[src/rtl/mc_datapath_p.sv]
// mc_datapath_p: multicycle ARM-style datapath; define MC_DP_SHIFTER_EN to add a barrel shifter on the B operand
module mc_datapath_p #(
  parameter int unsigned DW = 32,
  parameter logic [DW-1:0] RESET_PC = '0
) (
  input  logic          clk,
  input  logic          reset,
  output logic [DW-1:0] Adr,
  output logic [DW-1:0] WriteData,
  input  logic [DW-1:0] ReadData,
  input  logic          MemReady,
  output logic          Stall,
  output logic [31:0]   Instr,
  output logic [3:0]    ALUFlags,
  input  logic          PCWrite,
  input  logic          RegWrite,
  input  logic          IRWrite,
  input  logic          AdrSrc,
  input  logic [1:0]    RegSrc,
  input  logic [1:0]    ALUSrcA,
  input  logic [1:0]    ALUSrcB,
  input  logic [1:0]    ResultSrc,
  input  logic [1:0]    ImmSrc,
  input  logic [2:0]    ALUControl
);
  logic [DW-1:0] pc, data, a, b, alu_out, result, alu_result;
  logic [DW-1:0] src_a, src_b, bb, ext_imm, op2, rd1, rd2;
  logic [DW:0]   sum;
  logic [31:0]   ir;
  logic [DW-1:0] rf [16];
  logic [3:0]    ra1, ra2, wa;
  logic          sh_c, is_sub, arith, logic_op, c, v;

  assign Stall     = ~MemReady;
  assign Instr     = ir;
  assign WriteData = b;
  assign Adr       = AdrSrc ? alu_out : pc;
  assign ra1       = RegSrc[0] ? 4'd15 : ir[19:16];
  assign ra2       = RegSrc[1] ? ir[15:12] : ir[3:0];
  assign wa        = ir[15:12];
  // R15 is never stored; it reads as the current Result
  assign rd1       = &ra1 ? result : rf[ra1];
  assign rd2       = &ra2 ? result : rf[ra2];

  // immediate extension
  assign ext_imm = ImmSrc == 2'd0 ? {{(DW-8){1'b0}}, ir[7:0]} :
                   ImmSrc == 2'd1 ? {{(DW-12){1'b0}}, ir[11:0]} :
                   ImmSrc == 2'd2 ? {{(DW-26){ir[23]}}, ir[23:0], 2'b00} : '0;

`ifdef MC_DP_SHIFTER_EN
  logic [4:0]    sh;
  logic [DW:0]   lsl, lsr;
  logic [DW-1:0] asr, ror;
  // barrel shifter; carry is the last bit shifted out, zero for a zero amount
  always_comb begin
    sh   = ir[11:7];
    lsl  = {1'b0, b} << sh;
    lsr  = {b, 1'b0} >> sh;
    asr  = $signed(b) >>> sh;
    ror  = (b >> sh) | (b << (7'(DW) - 7'(sh)));
    op2  = ir[6:5] == 2'd0 ? lsl[DW-1:0] : ir[6:5] == 2'd1 ? lsr[DW:1] : ir[6:5] == 2'd2 ? asr : ror;
    sh_c = sh == 5'd0 ? 1'b0 : ir[6:5] == 2'd0 ? lsl[DW] : ir[6:5] == 2'd3 ? ror[DW-1] : lsr[0];
  end
`else
  assign op2  = b;
  assign sh_c = 1'b0;
`endif

  assign src_a = ALUSrcA[1] ? alu_out : ALUSrcA[0] ? pc : a;
  assign src_b = ALUSrcB == 2'd0 ? op2 : ALUSrcB == 2'd1 ? ext_imm :
                 ALUSrcB == 2'd2 ? {{(DW-3){1'b0}}, 3'd4} : '0;

  // ALU with NZCV flags; subtraction is add of the complement so C means no-borrow
  always_comb begin
    is_sub     = ALUControl == 3'd1;
    arith      = ALUControl[2:1] == 2'b00;
    logic_op   = ALUControl == 3'd2 || ALUControl == 3'd3 || ALUControl == 3'd4;
    bb         = is_sub ? ~src_b : src_b;
    sum        = {1'b0, src_a} + {1'b0, bb} + {{DW{1'b0}}, is_sub};
    alu_result = arith ? sum[DW-1:0] : ALUControl == 3'd2 ? src_a & src_b :
                 ALUControl == 3'd3 ? src_a | src_b : ALUControl == 3'd4 ? src_a ^ src_b : '0;
    c          = arith ? sum[DW] : logic_op & (ALUSrcB == 2'd0) & sh_c;
    v          = arith & (src_a[DW-1] == bb[DW-1]) & (sum[DW-1] != src_a[DW-1]);
    ALUFlags   = {alu_result[DW-1], alu_result == '0, c, v};
  end

  assign result = ResultSrc[1] ? alu_result : ResultSrc[0] ? data : alu_out;

  // architectural registers; everything holds while memory is not ready
  always_ff @(posedge clk) begin
    if (reset) begin
      pc      <= RESET_PC;
      ir      <= '0;
      data    <= '0;
      a       <= '0;
      b       <= '0;
      alu_out <= '0;
    end else if (MemReady) begin
      if (PCWrite) pc <= result;
      if (IRWrite) ir <= ReadData[31:0];
      data    <= ReadData;
      a       <= rd1;
      b       <= rd2;
      alu_out <= alu_result;
    end
  end

  // register file write port; not cleared by reset
  always_ff @(posedge clk) begin
    if (!reset && MemReady && RegWrite && wa != 4'hF) rf[wa] <= result;
  end
endmodule

[config.mk]
export PLATFORM = sky130hd
export DESIGN_NAME = mc_datapath_p
export DESIGN_NICKNAME = d
export VERILOG_FILES = /design/src/rtl/mc_datapath_p.sv
export SDC_FILE = /design/constraint.sdc
export NUM_CORES = 2
export LEC_CHECK = 0
export BUFFER_PORTS_ARGS = -buffer_cell sky130_fd_sc_hd__buf_2
export CAP_MARGIN = 5
export CORE_ASPECT_RATIO = 0.8
export CORE_MARGIN = 2
export CORE_UTILIZATION = 40
export CTS_BUF_LIST = sky130_fd_sc_hd__clkbuf_4 sky130_fd_sc_hd__clkbuf_8
export CTS_CLUSTER_SIZE = 16
export DETAILED_ROUTE_END_ITERATION = 6
export SKIP_LAST_GASP = 1
export SYNTH_ARGS = -nofsm -noshare
export SYNTH_HDL_FRONTEND = slang
export SYNTH_SLANG_ARGS = --single-unit
[constraint.sdc]
create_clock -name clk -period 4.4 [get_ports clk]
set_input_delay 0 -clock clk [delete_from_list [all_inputs] [get_ports clk]]
set_output_delay 0 -clock clk [all_outputs]
set_load 0.01 [all_outputs]
==> flow_summary.toml <==
[setup_path]
r2r_slack_ns = 0.19
cp_top_family = "simple AND/OR/NAND/NOR gates"
crit_buf_inv = 4
critPathMaxStageDelay_ns = 0.44
crit_path_cell_trace = "a222oi_1 -> xnor2_1 -> ha_1 -> buf_4 -> nand4_1 -> nor3_2 -> a21boi_4 -> o21ai_2 -> buf_4 -> o31ai_2 -> a311oi_2 -> nor3b_2 -> nand4_1 -> nor4_4 -> buf_4 -> and2_4 -> buf_6"
path_class = "register to output pin"
cp.required_ns = 4.40
r2r.worst_path.cells = 18
cp-end-kind = "output pin"
r2r_end = "WriteData[23]$_SDFFE_PP0P_"
r2r-start = "Instr[5]$_SDFFE_PP0P_"
cpMostUsedCell = "buf_4"
crit_slowest_cell = "a222oi_1"
arrival_ns = 4.71
critPathLaunchType = "register"
crit_fanout = 4

[clocking]
htree_num_levels = 3
ctsRootBufferMaster = "clkbuf_8"
cts_buffer_depth = 3
cts_tree = "done"
insertion_delay_ns = 0.77
clk_pin_slew_ns = 0.07
cts.sinks = 692
numCtsBuffers = 104

[hold_path]
worstHoldEndpoint = "data[26]$_SDFFE_PP0P_"
min_from = "ReadData[26]"
min_path_cells = 4
hold_path.class = "primary input to register"

[grt]
overflow = 0
grt_use_total_pct = 27.14
grt_max_degree = 105
grt_pass1_vias = 27460
antenna_found_initial = 1
grt_pass1_wl_mm = 188.0

[synthesis]
syn_inst = 3170
yosysWarningCount = 0
syn-mean-instance-area_um2 = 11.57
async_flop_share_pct = 0
synth_edf_count = 500
yosysUniqueCellTypes = 86
seq_area_frac_synth_pct = 51.43
syn_area_um2 = 36670
ys_ff_latch = 692
synthFlopType = "edfxtp_1"

[layout]
regArea_um2 = 18890
fillers = 8174
layout.nets = 3676
diodes = 0
area_growth_pct = 19.92
mostFrequentLayoutCell = "edfxtp_1"
final_core_util_pct = 48.30
layout_common_cells = "edfxtp_1, nand2_1, buf_4"
drive_gt1_share_pct = 26.88
multi_input_area_um2 = 17280

[routing]
totalWireLength_mm = 131.8
via_per_inst = 6.164
first_pass_iters = 7
ant_nets = 0
via_count = 29760
wl_per_cell_um = 27.30
post-route-drc-count = 0
dr.first_iter.drc_count = 4173

[sta]
fin_ws_ns = -0.3089
relSlewSlack_pct = 19.66
fmax_ghz = 0.2124
tightest_slew_ns = 1.205
skew_ns = 0.04396
finalCriticalPeriod_ns = 4.709
min_period_over_period_pct = 107.0
finalSetupTns_ns = -0.3089
hold_viol = 0
setup_violations = 1
drv_slew = 0
rsz0062_at_grt = "yes"

[placed_design]
dp_hpwl_mm = 86.95
gp_congestion = 1.006
io_buffer_count = 152

[outcome]
violations = "negative setup slack"
status = "finished with violations"

[pwr]
vdd_drop_max_mv = 0.2604
powerDensity_nw_per_um2 = 354.2
cellLeakagePower_nw = 16.64

[die]
io_pins = 153
fp.dieW_um = 342.5
coreArea_um2 = 91040
dieArea_um2 = 94130
die_y_um = 274.8
rows = 99
initial_utilization_pct = 40.28

[job]
max_cap_violations = 0
## tightest hold or removal path, stage by stage
cell,delay (ns)
dlygate4sd3_1,0.52
buf_2,0.11
mux2i_1,0.06
nor2_1,0.07
## layer usage
metal	vias to the layer above	GRT usage [%]	routed length [um]
li1	12870	-	-
met1	14850	40.80	57050
met2	1790	38.79	55440
met3	248	5.832	14960
met4	0	8.657	4337
met5	-	0	0
## layout make-up
type / count / share of cell area [%]
repair buffers: 492 / 8.547
clock buffers: 151 / 4.171
multi-input cells: 2150 / 39.31
well taps: 1212 / 3.449
inverters: 86 / 0.7341
flip-flops and latches: 692 / 42.95
clock inverters: 45 / 0.8422
## kinds of logic (layout without fill, tap and decap cells)
group | Yosys count | in the layout | share of synthesized area (%)
compound gates | 847 | 847 | 15.08
simple gates | 768 | 768 | 9.151
flops | 692 | 692 | 51.43
mux | 378 | 378 | 16.34
buf+inv | 347 | 774 | 3.695
fa+ha+maj | 98 | 98 | 3.364
xor+xnor | 39 | 39 | 0.9315
other cells | 1 | 20 | 0.01023
## Yosys cell counts (all sizes together) (4+ instances only)
| cell | number | share of area (%) |
|---|---|---|
| or2 | 7 | 0.12 |
| o21bai | 5 | 0.10 |
| nand4 | 17 | 0.29 |
| o211ai | 47 | 1.0 |
| mux4 | 173 | 11 |
| ha | 97 | 3.3 |
| a311oi | 34 | 0.81 |
| a21o | 11 | 0.23 |
| a211o | 8 | 0.19 |
| clkbuf | 201 | 2.1 |
| mux2i | 169 | 4.6 |
| o31ai | 6 | 0.14 |
| a22oi | 15 | 0.31 |
| nand3 | 25 | 0.34 |
| o21ai | 162 | 2.2 |
| o22a | 7 | 0.17 |
| a211oi | 92 | 1.9 |
| edfxtp | 500 | 41 |
| nor3 | 39 | 0.53 |
| nor3b | 7 | 0.14 |
| nor4 | 7 | 0.12 |
| inv | 86 | 0.88 |
| a41oi | 4 | 0.17 |
| and4 | 4 | 0.096 |
| nor2b | 24 | 0.41 |
| and2 | 30 | 0.51 |
| or3 | 11 | 0.19 |
| buf | 60 | 0.76 |
| o22ai | 75 | 1.3 |
| nand2 | 374 | 3.8 |
| o21a | 37 | 0.76 |
| nor2 | 202 | 2.1 |
| o311a | 5 | 0.14 |
| a21oi | 236 | 3.2 |
| o221ai | 40 | 0.96 |
| a222oi | 9 | 0.25 |
| a31oi | 24 | 0.43 |
| mux2 | 36 | 1.1 |
| dfxtp | 192 | 10 |
| a221oi | 5 | 0.12 |
| xnor2 | 38 | 0.91 |
## worst max path at each step
stage / from / to / slack (ns) / depth (start not counted)
detailed placement: ALUSrcB[1] / a[28]$_SDFFE_PP0P_ / -0.04 / 20
floorplan: Instr[16]$_SDFFE_PP0P_ / ALUFlags[2] / 0.04 / 17
global route: Instr[7]$_SDFFE_PP0P_ / ALUFlags[2] / -0.48 / 17
global placement: ALUSrcB[1] / rf[11][28]$_DFFE_PP_ / -0.03 / 19
CTS: Instr[2]$_SDFFE_PP0P_ / ALUFlags[2] / -0.38 / 18
finish: Instr[7]$_SDFFE_PP0P_ / ALUFlags[2] / -0.31 / 17
## sequential cells by signal, indices dropped and copies added, names as in the netlist
signal / count
alu_out: 32
Instr: 32
WriteData: 32
pc: 32
a: 32
rf: 500
data: 32
## power breakdown
group	switching (W)	internal [W]	total [W]
Sequential	0.000125	0.00720	0.00732
Combinational	0.00158	0.000989	0.00257
Clock	0.00269	0.00299	0.00568
## metrics by stage
| stage | cell area [um^2] | total power (W) | hold WS, ns | worst slack, ns | std cells |
|---|---|---|---|---|---|
| 2_1_floorplan | 36770 | 0.008820 | 0.1360 | 0.03769 | 3189 |
| 3_3_place_gp | 40410 | 0.009804 | 0.2542 | -0.03181 | 4544 |
| 3_5_place_dp | 40410 | 0.009821 | 0.2596 | -0.03520 | 4544 |
| 4_1_cts | 43470 | 0.01552 | 0.001197 | -0.3792 | 4812 |
| 5_1_grt | 43970 | 0.01610 | 0.01546 | -0.4795 | 4828 |
| 6_report | 43970 | 0.01558 | 0.04006 | -0.3089 | 4828 |
## what timing repair did
item | in CTS | in global routing
gates cloned | 0 | 0
resized for setup | 50 | 79
setup buffers | 25 | 17
hold endpoints to repair | 136 | 0
hold buffers | 47 | 0
pin swaps | 28 | 44
setup endpoints to repair | 4 | 6
No activity file was read; power rests on OpenSTA's default activity.
